### config.mk
export PLATFORM = sky130hd
export DESIGN_NAME = uart_rx_monitor
export DESIGN_NICKNAME = d
export VERILOG_FILES = /design/src/rtl/uart_rx_monitor.sv
export SDC_FILE = /design/constraint.sdc
export NUM_CORES = 1
export LEC_CHECK = 0
export BUFFER_PORTS_ARGS = -buffer_cell sky130_fd_sc_hd__buf_2
export CORE_ASPECT_RATIO = 0.75
export CORE_MARGIN = 3
export CORE_UTILIZATION = 29
export CTS_CLUSTER_SIZE = 24
export DETAILED_ROUTE_END_ITERATION = 6
export SYNTH_ARGS = -nofsm -noshare
export SYNTH_HDL_FRONTEND = slang
export SYNTH_SLANG_ARGS = --single-unit
### constraint.sdc
create_clock -name clk_in -period 10.1 [get_ports clk_in]
set_input_delay 3.03 -clock clk_in [delete_from_list [all_inputs] [get_ports clk_in]]
set_output_delay 3.03 -clock clk_in [all_outputs]
set_load 0.02 [all_outputs]
### src/rtl/uart_rx_monitor.sv
// rtl/uart_rx_monitor.sv - 8N1 UART receiver with error-tagged FIFO; UART_RX_MONITOR_PARITY_EN adds even parity
`timescale 1ns/1ps
module uart_rx_monitor #(
  parameter int DIVISOR    = 69,
  parameter int FIFO_DEPTH = 16
) (
  input  logic                          clk_in,
  input  logic                          reset,
  input  logic                          rx_i,
  input  logic                          rx_en_i,
  input  logic                          clear_i,
  input  logic                          ready_i,
  output logic                          valid_o,
  output logic [7:0]                    data_o,
  output logic                          frame_err_o,
  output logic                          parity_err_o,
  output logic                          overflow_o,
  output logic [$clog2(FIFO_DEPTH):0]   level_o,
  output logic                          busy_o
);

  localparam int CW = $clog2(DIVISOR);
  localparam int AW = $clog2(FIFO_DEPTH);
  localparam int LW = AW + 1;
`ifdef UART_RX_MONITOR_PARITY_EN
  localparam int EW = 10;
`else
  localparam int EW = 9;
`endif
  localparam logic [CW-1:0] HALF_LOAD = CW'(DIVISOR / 2 - 1);
  localparam logic [CW-1:0] FULL_LOAD = CW'(DIVISOR - 1);

  typedef enum logic [2:0] {
    ST_IDLE,
    ST_START,
    ST_DATA,
`ifdef UART_RX_MONITOR_PARITY_EN
    ST_PARITY,
`endif
    ST_STOP
  } state_t;

  state_t r_state, w_next;

  logic          r_rx_meta, r_rx_s;
  logic [CW-1:0] r_cnt;
  logic [2:0]    r_idx;
  logic [7:0]    r_data;
  logic          w_tick;
  logic          w_load, w_clr_idx, w_shift, w_push;
  logic [CW-1:0] w_load_val;
  logic          w_frame_err;
  logic [EW-1:0] w_entry;
`ifdef UART_RX_MONITOR_PARITY_EN
  logic          r_par;
  logic          w_samp_par;
  logic          w_par_err;
`endif

  logic [EW-1:0] r_mem [FIFO_DEPTH];
  logic [LW-1:0] r_wptr, r_rptr;
  logic          r_overflow;
  logic [LW-1:0] w_level;
  logic          w_full, w_empty, w_pop, w_wr;
  logic [EW-1:0] w_head;

  // Line idles high, so the synchronizer resets to 1 to avoid a false start.
  always_ff @(posedge clk_in or posedge reset) begin
    if (reset) begin
      r_rx_meta <= 1'b1;
      r_rx_s    <= 1'b1;
    end else begin
      r_rx_meta <= rx_i;
      r_rx_s    <= r_rx_meta;
    end
  end

  assign w_tick = (r_cnt == '0);

  always_ff @(posedge clk_in or posedge reset) begin
    if (reset) r_state <= ST_IDLE;
    else       r_state <= w_next;
  end

  always_comb begin
    w_next = r_state;
    if (!rx_en_i) begin
      w_next = ST_IDLE;
    end else begin
      case (r_state)
        ST_IDLE:   if (!r_rx_s) w_next = ST_START;
        ST_START:  if (w_tick) w_next = r_rx_s ? ST_IDLE : ST_DATA;
`ifdef UART_RX_MONITOR_PARITY_EN
        ST_DATA:   if (w_tick && r_idx == 3'd7) w_next = ST_PARITY;
        ST_PARITY: if (w_tick) w_next = ST_STOP;
`else
        ST_DATA:   if (w_tick && r_idx == 3'd7) w_next = ST_STOP;
`endif
        ST_STOP:   if (w_tick) w_next = ST_IDLE;
        default:   w_next = ST_IDLE;
      endcase
    end
  end

  always_comb begin
    w_load     = 1'b0;
    w_load_val = '0;
    w_clr_idx  = 1'b0;
    w_shift    = 1'b0;
    w_push     = 1'b0;
`ifdef UART_RX_MONITOR_PARITY_EN
    w_samp_par = 1'b0;
`endif
    if (rx_en_i) begin
      case (r_state)
        ST_IDLE: if (!r_rx_s) begin
          w_load     = 1'b1;
          w_load_val = HALF_LOAD;
        end
        ST_START: if (w_tick && !r_rx_s) begin
          w_load     = 1'b1;
          w_load_val = FULL_LOAD;
          w_clr_idx  = 1'b1;
        end
        ST_DATA: if (w_tick) begin
          w_shift    = 1'b1;
          w_load     = 1'b1;
          w_load_val = FULL_LOAD;
        end
`ifdef UART_RX_MONITOR_PARITY_EN
        ST_PARITY: if (w_tick) begin
          w_samp_par = 1'b1;
          w_load     = 1'b1;
          w_load_val = FULL_LOAD;
        end
`endif
        ST_STOP: if (w_tick) w_push = 1'b1;
        default: ;
      endcase
    end
  end

  always_ff @(posedge clk_in or posedge reset) begin
    if (reset) begin
      r_cnt  <= '0;
      r_idx  <= '0;
      r_data <= '0;
`ifdef UART_RX_MONITOR_PARITY_EN
      r_par  <= 1'b0;
`endif
    end else begin
      if (w_load)       r_cnt <= w_load_val;
      else if (!w_tick) r_cnt <= r_cnt - CW'(1);
      if (w_clr_idx) begin
        r_idx <= '0;
      end else if (w_shift) begin
        r_data[r_idx] <= r_rx_s;
        r_idx         <= r_idx + 3'd1;
      end
`ifdef UART_RX_MONITOR_PARITY_EN
      if (w_samp_par) r_par <= r_rx_s;
`endif
    end
  end

  assign w_frame_err = ~r_rx_s;
`ifdef UART_RX_MONITOR_PARITY_EN
  assign w_par_err = (^r_data) ^ r_par;
  assign w_entry   = {w_par_err, w_frame_err, r_data};
`else
  assign w_entry   = {w_frame_err, r_data};
`endif

  // Pointers carry one extra wrap bit, so their difference is the occupancy.
  assign w_level = r_wptr - r_rptr;
  assign w_full  = (w_level == LW'(FIFO_DEPTH));
  assign w_empty = (w_level == '0);
  assign w_pop   = !w_empty && ready_i;
  assign w_wr    = w_push && (!w_full || w_pop);

  always_ff @(posedge clk_in or posedge reset) begin
    if (reset) begin
      r_wptr     <= '0;
      r_rptr     <= '0;
      r_overflow <= 1'b0;
    end else if (clear_i) begin
      r_wptr     <= '0;
      r_rptr     <= '0;
      r_overflow <= 1'b0;
    end else begin
      if (w_wr)            r_wptr     <= r_wptr + LW'(1);
      if (w_pop)           r_rptr     <= r_rptr + LW'(1);
      if (w_push && !w_wr) r_overflow <= 1'b1;
    end
  end

  always_ff @(posedge clk_in) begin
    if (w_wr && !clear_i) r_mem[r_wptr[AW-1:0]] <= w_entry;
  end

  assign w_head      = r_mem[r_rptr[AW-1:0]];
  assign valid_o     = !w_empty;
  assign data_o      = valid_o ? w_head[7:0] : 8'h00;
  assign frame_err_o = valid_o & w_head[8];
`ifdef UART_RX_MONITOR_PARITY_EN
  assign parity_err_o = valid_o & w_head[9];
`else
  assign parity_err_o = 1'b0;
`endif
  assign overflow_o  = r_overflow;
  assign level_o     = w_level;
  assign busy_o      = (r_state != ST_IDLE);

endmodule

# After elaboration in Yosys (flattened, before gate mapping)
# Memories as Yosys holds them, arrays and structs flattened.
# Cells that the tools add are included.
dict set report word_totals {
  ff_bits 34
  ram_bits 144
  in_bits 6
  output_inout_bits 18
  wordCells 92
  memories 1
}
dict set report op_classes {
  add_sub_neg 5
  magnitude_cmp 2
  eq_ne 10
  muxes 39
  bitwise_logic 3
  n_reduce_logical 23
}
# memory words word_bits read_ports rd_ports_with_merged_regs wr line
set memory_table {}
lappend memory_table {r_mem 16 9 1 0 1 60} ;# logic [EW-1:0] r_mem [FIFO_DEPTH];
# operator n
set op_table {}
lappend op_table {{two-way mux 7 bit} 5}
lappend op_table {{two-way mux 3 bit} 7}
lappend op_table {{case mux 7 bit (3 select lines)} 1}
lappend op_table {{two-way mux 5 bit} 4}
lappend op_table {{two-way mux 1 bit} 15}
lappend op_table {{!= test 3 bit, second input constant} 4}
lappend op_table {{case mux 3 bit (4 select lines)} 1}
lappend op_table {{adder 5 x 1 -> 5 bit, second input constant} 2}
lappend op_table {{bitwise mux 8 bit} 1}
lappend op_table {{two-way mux 8 bit} 1}
lappend op_table {{nonzero test 2 bit} 4}
lappend op_table {{logical AND 1 bit} 7}
lappend op_table {{logical NOT 7 bit} 1}
lappend op_table {{subtractor 7 x 1 -> 7 bit, second input constant} 1}
lappend op_table {{== test 3 x 2 -> 1 bit, second input constant} 2}
lappend op_table {{two-way mux 6 bit} 1}
lappend op_table {{== test 5 bit, second input constant} 1}
lappend op_table {{logical NOT 1 bit} 5}
lappend op_table {{logical NOT 5 bit} 1}
lappend op_table {{subtractor 5 bit} 1}
lappend op_table {{less-than comparator 3 x 4 -> 1 bit, second input constant} 1}
lappend op_table {{AND reduction 4 bit} 1}
lappend op_table {{adder 3 x 1 -> 3 bit, second input constant} 1}
lappend op_table {{demux 1 bit (select 3 bit)} 1}
lappend op_table {{other kinds (12)} 13}

# Longest topological paths before layout
# Gate-level depths: netlist (run 1).
dict set report logic_depth {
  depth_word 10
  ltp_mapped 11
  depth_no_buf 8
}

# Worst setup path after synthesis (run 1)
# Ideal clock, no wire load.
dict set report synth_path {
  path_kind {reg2out}
  startpoint {register r_rptr[2]}
  endpoint {output data_o[0]}
  t_arrival_ns 3.071
  t_required_ns 7.070
  path_slack_ns 3.999
  path_stages_with_launch 12
  path_cell_list {dfrtp_1 -> clkbuf_1 -> inv_1 -> buf_2 -> ha_1 -> xnor2_1 -> a211o_1 -> o31ai_1 -> buf_2 -> and2_1 -> buf_2 -> a211oi_1}
}
dict set report synth_via {
  elab_chain_cells 3
  word_cells_on_any_way 4
}
# element line
set synth_rtl {}
lappend synth_rtl {{from (decl)} 61} ;# logic [LW-1:0] r_wptr, r_rptr;
lappend synth_rtl {{from (signal assigned)} 192} ;# if (w_pop) r_rptr <= r_rptr + LW'(1);
lappend synth_rtl {{subtractor 5 bit} 175} ;# assign w_level = r_wptr - r_rptr;
lappend synth_rtl {{net level_o[2]} 18} ;# output logic [$clog2(FIFO_DEPTH):0] level_o,
lappend synth_rtl {{logical NOT 5 bit} 177} ;# assign w_empty = (w_level == '0);
lappend synth_rtl {{two-way mux 8 bit} 203} ;# assign data_o = valid_o ? w_head[7:0] : 8'h00;
lappend synth_rtl {{to (decl)} 14} ;# output logic [7:0] data_o,
# The timed path passes the listed nets, and every way through them passes these cells.

# Final worst setup path (run 1)
dict set report layout_path {
  startpoint {register r_rptr[2]}
  endpoint {output frame_err_o}
}
dict set report layout_via {
  elab_chain_cells 4
  word_cells_on_any_way 5
}
# element line
set layout_rtl {}
lappend layout_rtl {{subtractor 5 bit} 175}
lappend layout_rtl {{logical NOT 5 bit} 177}
lappend layout_rtl {{logical NOT 1 bit} 202} ;# assign valid_o = !w_empty;
lappend layout_rtl {{AND 1 bit *} 204} ;# assign frame_err_o = valid_o & w_head[8];
lappend layout_rtl {{to (decl)} 15} ;# output logic frame_err_o,
# Every way passes the cells marked *; elsewhere a longest branch is shown, timed or not.

==> impl_metrics.toml, run 1 <==
[cts]
cts.sinks = 177
cts_setup_buffers = 0
clock_path_buffers = 2
cts_root_buf = "clkbuf_16"
cts_resized = 0
cts_tree = "built"
holdBufCountCts = 0
clk_latency_ns = 0.43
clk_pin_slew_worst_paths_ns = 0.07
htreeDepth = 4
cts_buffers = 17

[power_and_ir_drop]
p_int_uw = 1313
p_seq_share_pct = 42.5
netSwitchingPower_uw = 607.9
ir_drop_mv = 0.1189
p_comb_share_pct = 24.7
swShare_pct = 31.65
power.density_mw_per_mm2 = 217.2
leakagePower_uw = 0.003162
clockPowerShare_pct = 32.8

[placed_design]
hpwlAfterDp_mm = 11.14
place_ws_ns = 3.518
placed_area_mm2 = 0.008283
gp_congestion = 0.8399
portBuffers = 22

[global_route]
use_met2_pct = 18.85
grt_pass1_wl_mm = 26.13
antenna_found_initial = 0
first_global_vias = 4359
grt-ovfl-total = 0
met1_usage_pct = 16.81
top_usage_layer = "met2"
grt_usage_pct = 12.14
grt_max_degree = 42
met3_usage_pct = 3.509

[synthesis]
synth_seq_area_share_pct = 66.54
ys.warnings.count = 0
synth-edff-count = 144
synth.top_cell.area_share_pct = 55.84
synthArstFlopShare_pct = 18.64
synth.ff_latch_count = 177
yosys.area.top_type = "edfxtp_1"
synth_area_per_cell_um2 = 16.17
syn-cell-area_mm2 = 0.007744
synth_nets = 499
synth.area.top_cells = "edfxtp_1 (56%), mux4_2 (10%), dfrtp_1 (10%)"
synth_cells = 479
synthFlopType = "edfxtp_1"
synth_cell_type_count = 54

[die]
rows = 51
ios = 24
die_h_um = 147.5
initial_core_util_pct = 29.67
die-area_mm2 = 0.02872
design.core.area_mm2 = 0.02610
die_w_um = 194.7

[critical_path]
path_cells = "inv_1, ha_1, a21oi_1, nand2_1, o31ai_1, buf_4, and2_1, a211oi_1, buf_2"
r2r_start = "r_rptr[2]$_DFFE_PP0P_"
worst_r2r_endpoint = "r_mem[5][4]$_DFFE_PP_"
path_class = "reg -> out"
cp_max_fo = 21
ff2ff_path_depth = 8
path_buf_inv = 3
arrival_ns = 4.03
crit_family = "flip-flops"
crit_path_end_kind = "output pin"
start_kind = "flop"
slowest_delay_ns = 0.99
slowest_stage = "dfrtp_1"
worst_ep_required_time_ns = 7.07
cp.depth = 9
r2r_slack_ns = 5.56

[sta]
finalWorstSetupSlack_ns = 3.041
worst_clock_skew_ns = 0.01114
rsz0062_at_grt = "false"
setup-tns-final_ns = 0
setup_viol = 0
relSlewSlack_pct = 12.19
hold_violations = 0
slew_viol_final = 0
max_freq_ghz = 0.1417
hold_slack_ns = 0.3672
finalCritPeriodShare_pct = 69.89
worst-slew-pin-transition_ns = 1.314
min_period_ns = 7.059

[detailed_routing]
drt_iter0_markers = 482
wirelength_mm = 16.78
dr.pass1.iters = 5
ant_nets = 0
vias = 4290
routedWlPerCell_um = 19.42
route.detailed.drc = 0
viasPerCell = 4.965

[final_layout]
fin_area_mm2 = 0.008843
area_growth_pct = 14.20
nNetsFinal = 527
utilization_pct = 33.88
drive_gt1_share_pct = 25.58
diodes = 0

[hold_path]
min_path_cells = 0
hp-start = "r_rx_meta$_DFF_PP1_"
min_path_type = "reg -> reg"
hold_end = "r_rx_s$_DFF_PP1_"

[run_status]
outcome = "finished clean"

[job]
drv_cap = 0
sequential cells by signal, summed over array words and instances, names as in the netlist:
register,cells
r_rx_meta,1
r_cnt,7
r_mem,144
r_data,8
r_idx,3
r_rptr,5
r_state,2
r_wptr,5
overflow_o,1
r_rx_s,1
cell type report:
type / count / area (um2)
multi-input cells: 261 / 2439
inverters: 16 / 60.06
flip-flops and latches: 177 / 5154
fillers: 2432 / 17260
clock inverters: 15 / 135.1
clock buffers: 17 / 425.4
repair buffers: 34 / 200.2
well taps: 344 / 430.4
per-layer routing:
metal  wire length, um  share of wire [%]
met5                 0                  0
met4               180                1.1
met3               891                5.3
met2              8062                 48
met1              7642                 46
cell usage after synthesis (all sizes together) (4+ instances only):
master    n
a211oi   11
a21oi    10
and3      9
buf      11
clkbuf   14
dfrtp    31
edfxtp  144
ha       13
inv      15
mux2     11
mux2i    13
mux4     36
nand2    34
nand2b   12
nand3     4
nand4     4
nor2     24
nor2b     5
nor3      8
nor4     11
nor4b     5
o21ai    11
o31ai     7
xnor2     8
worst reg2reg max path, stage by stage, from the launching register on:
cell and delay [ns]:
dfrtp_1 0.99, inv_1 0.58, ha_1 0.51, xnor2_1 0.27, a211o_1 0.15, o31ai_1 0.06
buf_4 0.18, a21bo_4 0.30, nor4b_2 1.12
per-stage QoR:
| stage | total power [uW] | instances |
|---|---|---|
| 2_1_floorplan | 1177 | 479 |
| 3_3_place_gp | 1302 | 832 |
| 3_5_place_dp | 1314 | 832 |
| 4_1_cts | 1940 | 864 |
| 5_1_grt | 2012 | 864 |
| 6_report | 1921 | 864 |
power by group through the flow:
stage / logic, uW / registers, uW / clock network [uW]
3_5_place_dp: 482 / 832 / 0
4_1_cts: 484 / 817 / 639
3_3_place_gp: 471 / 831 / 0
6_report: 475 / 817 / 629
5_1_grt: 520 / 819 / 673
2_1_floorplan: 349 / 828 / 0
cell families after synthesis:
| kind of cell | share of synthesized area [%] |
|---|---|
| AOI/OAI and AO/OA | 4.670 |
| xor gates and xnor gates | 1.018 |
| adders and majority gates | 2.359 |
| buffers and inverters | 2.294 |
| DFF | 66.54 |
| muxes | 13.75 |
| other | 0.04843 |
| and+or+nand+nor | 9.323 |
worst max-delay path by stage:
| stage | to | start |
|---|---|---|
| 2_1_floorplan | data_o[0] | r_rptr[2]$_DFFE_PP0P_ |
| 3_3_place_gp | data_o[5] | r_rptr[2]$_DFFE_PP0P_ |
| 3_5_place_dp | frame_err_o | r_rptr[2]$_DFFE_PP0P_ |
| 4_1_cts | frame_err_o | r_rptr[2]$_DFFE_PP0P_ |
| 5_1_grt | frame_err_o | r_rptr[2]$_DFFE_PP0P_ |
| 6_report | frame_err_o | r_rptr[2]$_DFFE_PP0P_ |
cell usage in the layout, fill, tap and decap left out, types with 6 or more instances in the layout:
cell / n
o31ai_1: 7
xnor2_1: 8
nand2_1: 34
buf_4: 12
and3_1: 9
a21oi_1: 10
ha_1: 13
buf_2: 22
inv_1: 15
edfxtp_1: 144
inv_6: 6
nor3_1: 8
mux2i_1: 13
nand2b_1: 12
clkbuf_16: 17
a211oi_1: 11
o21ai_0: 11
mux4_2: 36
dfrtp_1: 30
nor2_1: 24
mux2_2: 11
Note: power is estimated with default switching activity, not from simulation.
==> run 2: changes to the inputs <==
==> constraint.sdc (replaced) <==
create_clock -name clk_in -period 7.2 [get_ports clk_in]
set_input_delay 2.16 -clock clk_in [delete_from_list [all_inputs] [get_ports clk_in]]
set_output_delay 2.16 -clock clk_in [all_outputs]
set_load 0.02 [all_outputs]
==> impl_metrics.toml, run 2 (same netlist as run 1, synthesis figures left out) <==
[cts]
cts_buffers = 17
cts_resized = 0
cts.sinks = 177
clk_pin_slew_worst_paths_ns = 0.08
cts_setup_buffers = 0
cts_tree = "built"
cts_root_buf = "clkbuf_16"
holdBufCountCts = 0
clk_latency_ns = 0.43
clock_path_buffers = 2
htreeDepth = 4

[critical_path]
worst_r2r_endpoint = "r_mem[5][8]$_DFFE_PP_"
start_kind = "flop"
worst_ep_required_time_ns = 5.04
ff2ff_path_depth = 8
endpoint = "data_o[5]"
cp-startpoint = "r_rptr[1]$_DFFE_PP0P_"
path_class = "reg -> out"
slowest_stage = "dfrtp_1"
r2r_start = "r_rptr[2]$_DFFE_PP0P_"
cp_max_fo = 11
slowest_delay_ns = 0.69
r2r_slack_ns = 3.42
path_cells = "clkinv_1, ha_1, a21oi_1, nand2_1, o31ai_1, buf_4, and2_1, a211oi_1, buf_2"
crit_path_end_kind = "output pin"
arrival_ns = 3.35

[detailed_routing]
ant_nets = 0
drt_iter0_markers = 378
wirelength_mm = 16.53
dr.pass1.iters = 5
route.detailed.drc = 0
routedWlPerCell_um = 19.11
vias = 4255
viasPerCell = 4.919

[global_route]
grt-ovfl-total = 0
grt_max_degree = 41
use_met2_pct = 17.48
top_usage_layer = "met2"
grt_pass1_wl_mm = 26.04
first_global_vias = 4393
met3_usage_pct = 3.463
met1_usage_pct = 17.22
grt_usage_pct = 11.99
antenna_found_initial = 0

[placed_design]
gp_congestion = 0.8133
hpwlAfterDp_mm = 11.14
portBuffers = 22

[die]
die_w_um = 194.7
die_h_um = 147.5
die-area_mm2 = 0.02872
rows = 51
design.core.area_mm2 = 0.02610
ios = 24
initial_core_util_pct = 29.67

[final_layout]
fill_cells = 2486
layout_commonest_cell = "edfxtp_1"
largest_register_ffs = 144
diodes = 0
final_cell_mix = "edfxtp_1 (144), mux4_2 (36), nand2_1 (34)"
area_growth_pct = 14.17
drive_gt1_share_pct = 25.72
nNetsFinal = 528

[power_and_ir_drop]
leakagePower_uw = 0.003189
power.total_uw = 2668
power.density_mw_per_mm2 = 301.8
ir_drop_mv = 0.1668

[sta]
relSlewSlack_pct = 15.60
setup_viol = 0
finalCritPeriodShare_pct = 76.58
min_period_ns = 5.514
worst-slew-pin-transition_ns = 1.263
max_freq_ghz = 0.1814
slew_viol_final = 0
rsz0062_at_grt = "false"
worst_clock_skew_ns = 0.01848
hold_violations = 0
setup-tns-final_ns = 0
hold_slack_ns = 0.3620

[hold_path]
min_path_type = "reg -> reg"

[run_status]
outcome = "finished clean"

[job]
drv_cap = 0
==> run 2: cell count changes in the layout (fill, tap and decap cells not counted) <==
cell and change:
inv_4 +5, inv_6 -3, clkinvlp_4 -2, buf_4 +1
clkbuf_1 +1, clkinv_4 -1, nor3_1 -1, nor3_2 +1
==> run 2: final cells by class <==
class                           instances  area (um2)  area share, %
Multi-Input combinational cell        261        2444          27.64
Clock inverter                         14       116.4          1.316
Timing Repair Buffer                   35       207.7          2.349
Clock buffer                           18       429.2          4.854
Tap cell                              344       430.4          4.868
Sequential cell                       177        5154          58.29
Inverter                               16       60.06         0.6793
==> run 2: where the power goes <==
| group | internal [uW] | switching, uW | total (uW) |
|---|---|---|---|
| Clock | 455 | 408 | 862 |
| Combinational | 263 | 387 | 650 |
| Sequential | 1120 | 37.6 | 1160 |
| Total | 1840 | 832 | 2670 |
==> run 2: worst max-delay path: cells and delay by family, from the launching register on <==
kind / cells / cell delay [ns]
flops: 1 / 0.69
simple gates: 2 / 0.54
fa+ha+maj: 1 / 0.30
compound gates: 3 / 0.58
buf+inv: 3 / 0.83
==> run 2: worst min-delay path by stage <==
stage,startpoint,end,slack [ns],cells past startpoint
after global placement,r_rx_meta$_DFF_PP1_,r_rx_s$_DFF_PP1_,0.35,0
after CTS,r_rx_meta$_DFF_PP1_,r_rx_s$_DFF_PP1_,0.36,0
after detailed placement,r_rx_meta$_DFF_PP1_,r_rx_s$_DFF_PP1_,0.35,0
after global routing,r_rx_meta$_DFF_PP1_,r_rx_s$_DFF_PP1_,0.37,0
after floorplan,r_rx_meta$_DFF_PP1_,r_rx_s$_DFF_PP1_,0.35,0
final,r_rx_meta$_DFF_PP1_,r_rx_s$_DFF_PP1_,0.36,0
==> run 2: metal layers <==
metal  up-vias  share of wire [%]  routed length (um)
met2       105                 45                7489
met1      2212                 48                7876
met4         0                1.6                 265
li1       1923                  -                   -
met5         -                  0                   0
met3        15                5.4                 896
==> run 2: per-stage QoR <==
stage               cell area (um2)  instances  setup slack [ns]  utilization [%]
finish                         8841        865             1.686            33.88
global route                   8841        865             1.436            33.88
global placement               8295        833             2.201            31.78
detailed placement             8295        833             2.141            31.78
floorplan                      7744        479             1.969                -
CTS                            8841        865             1.662            33.88
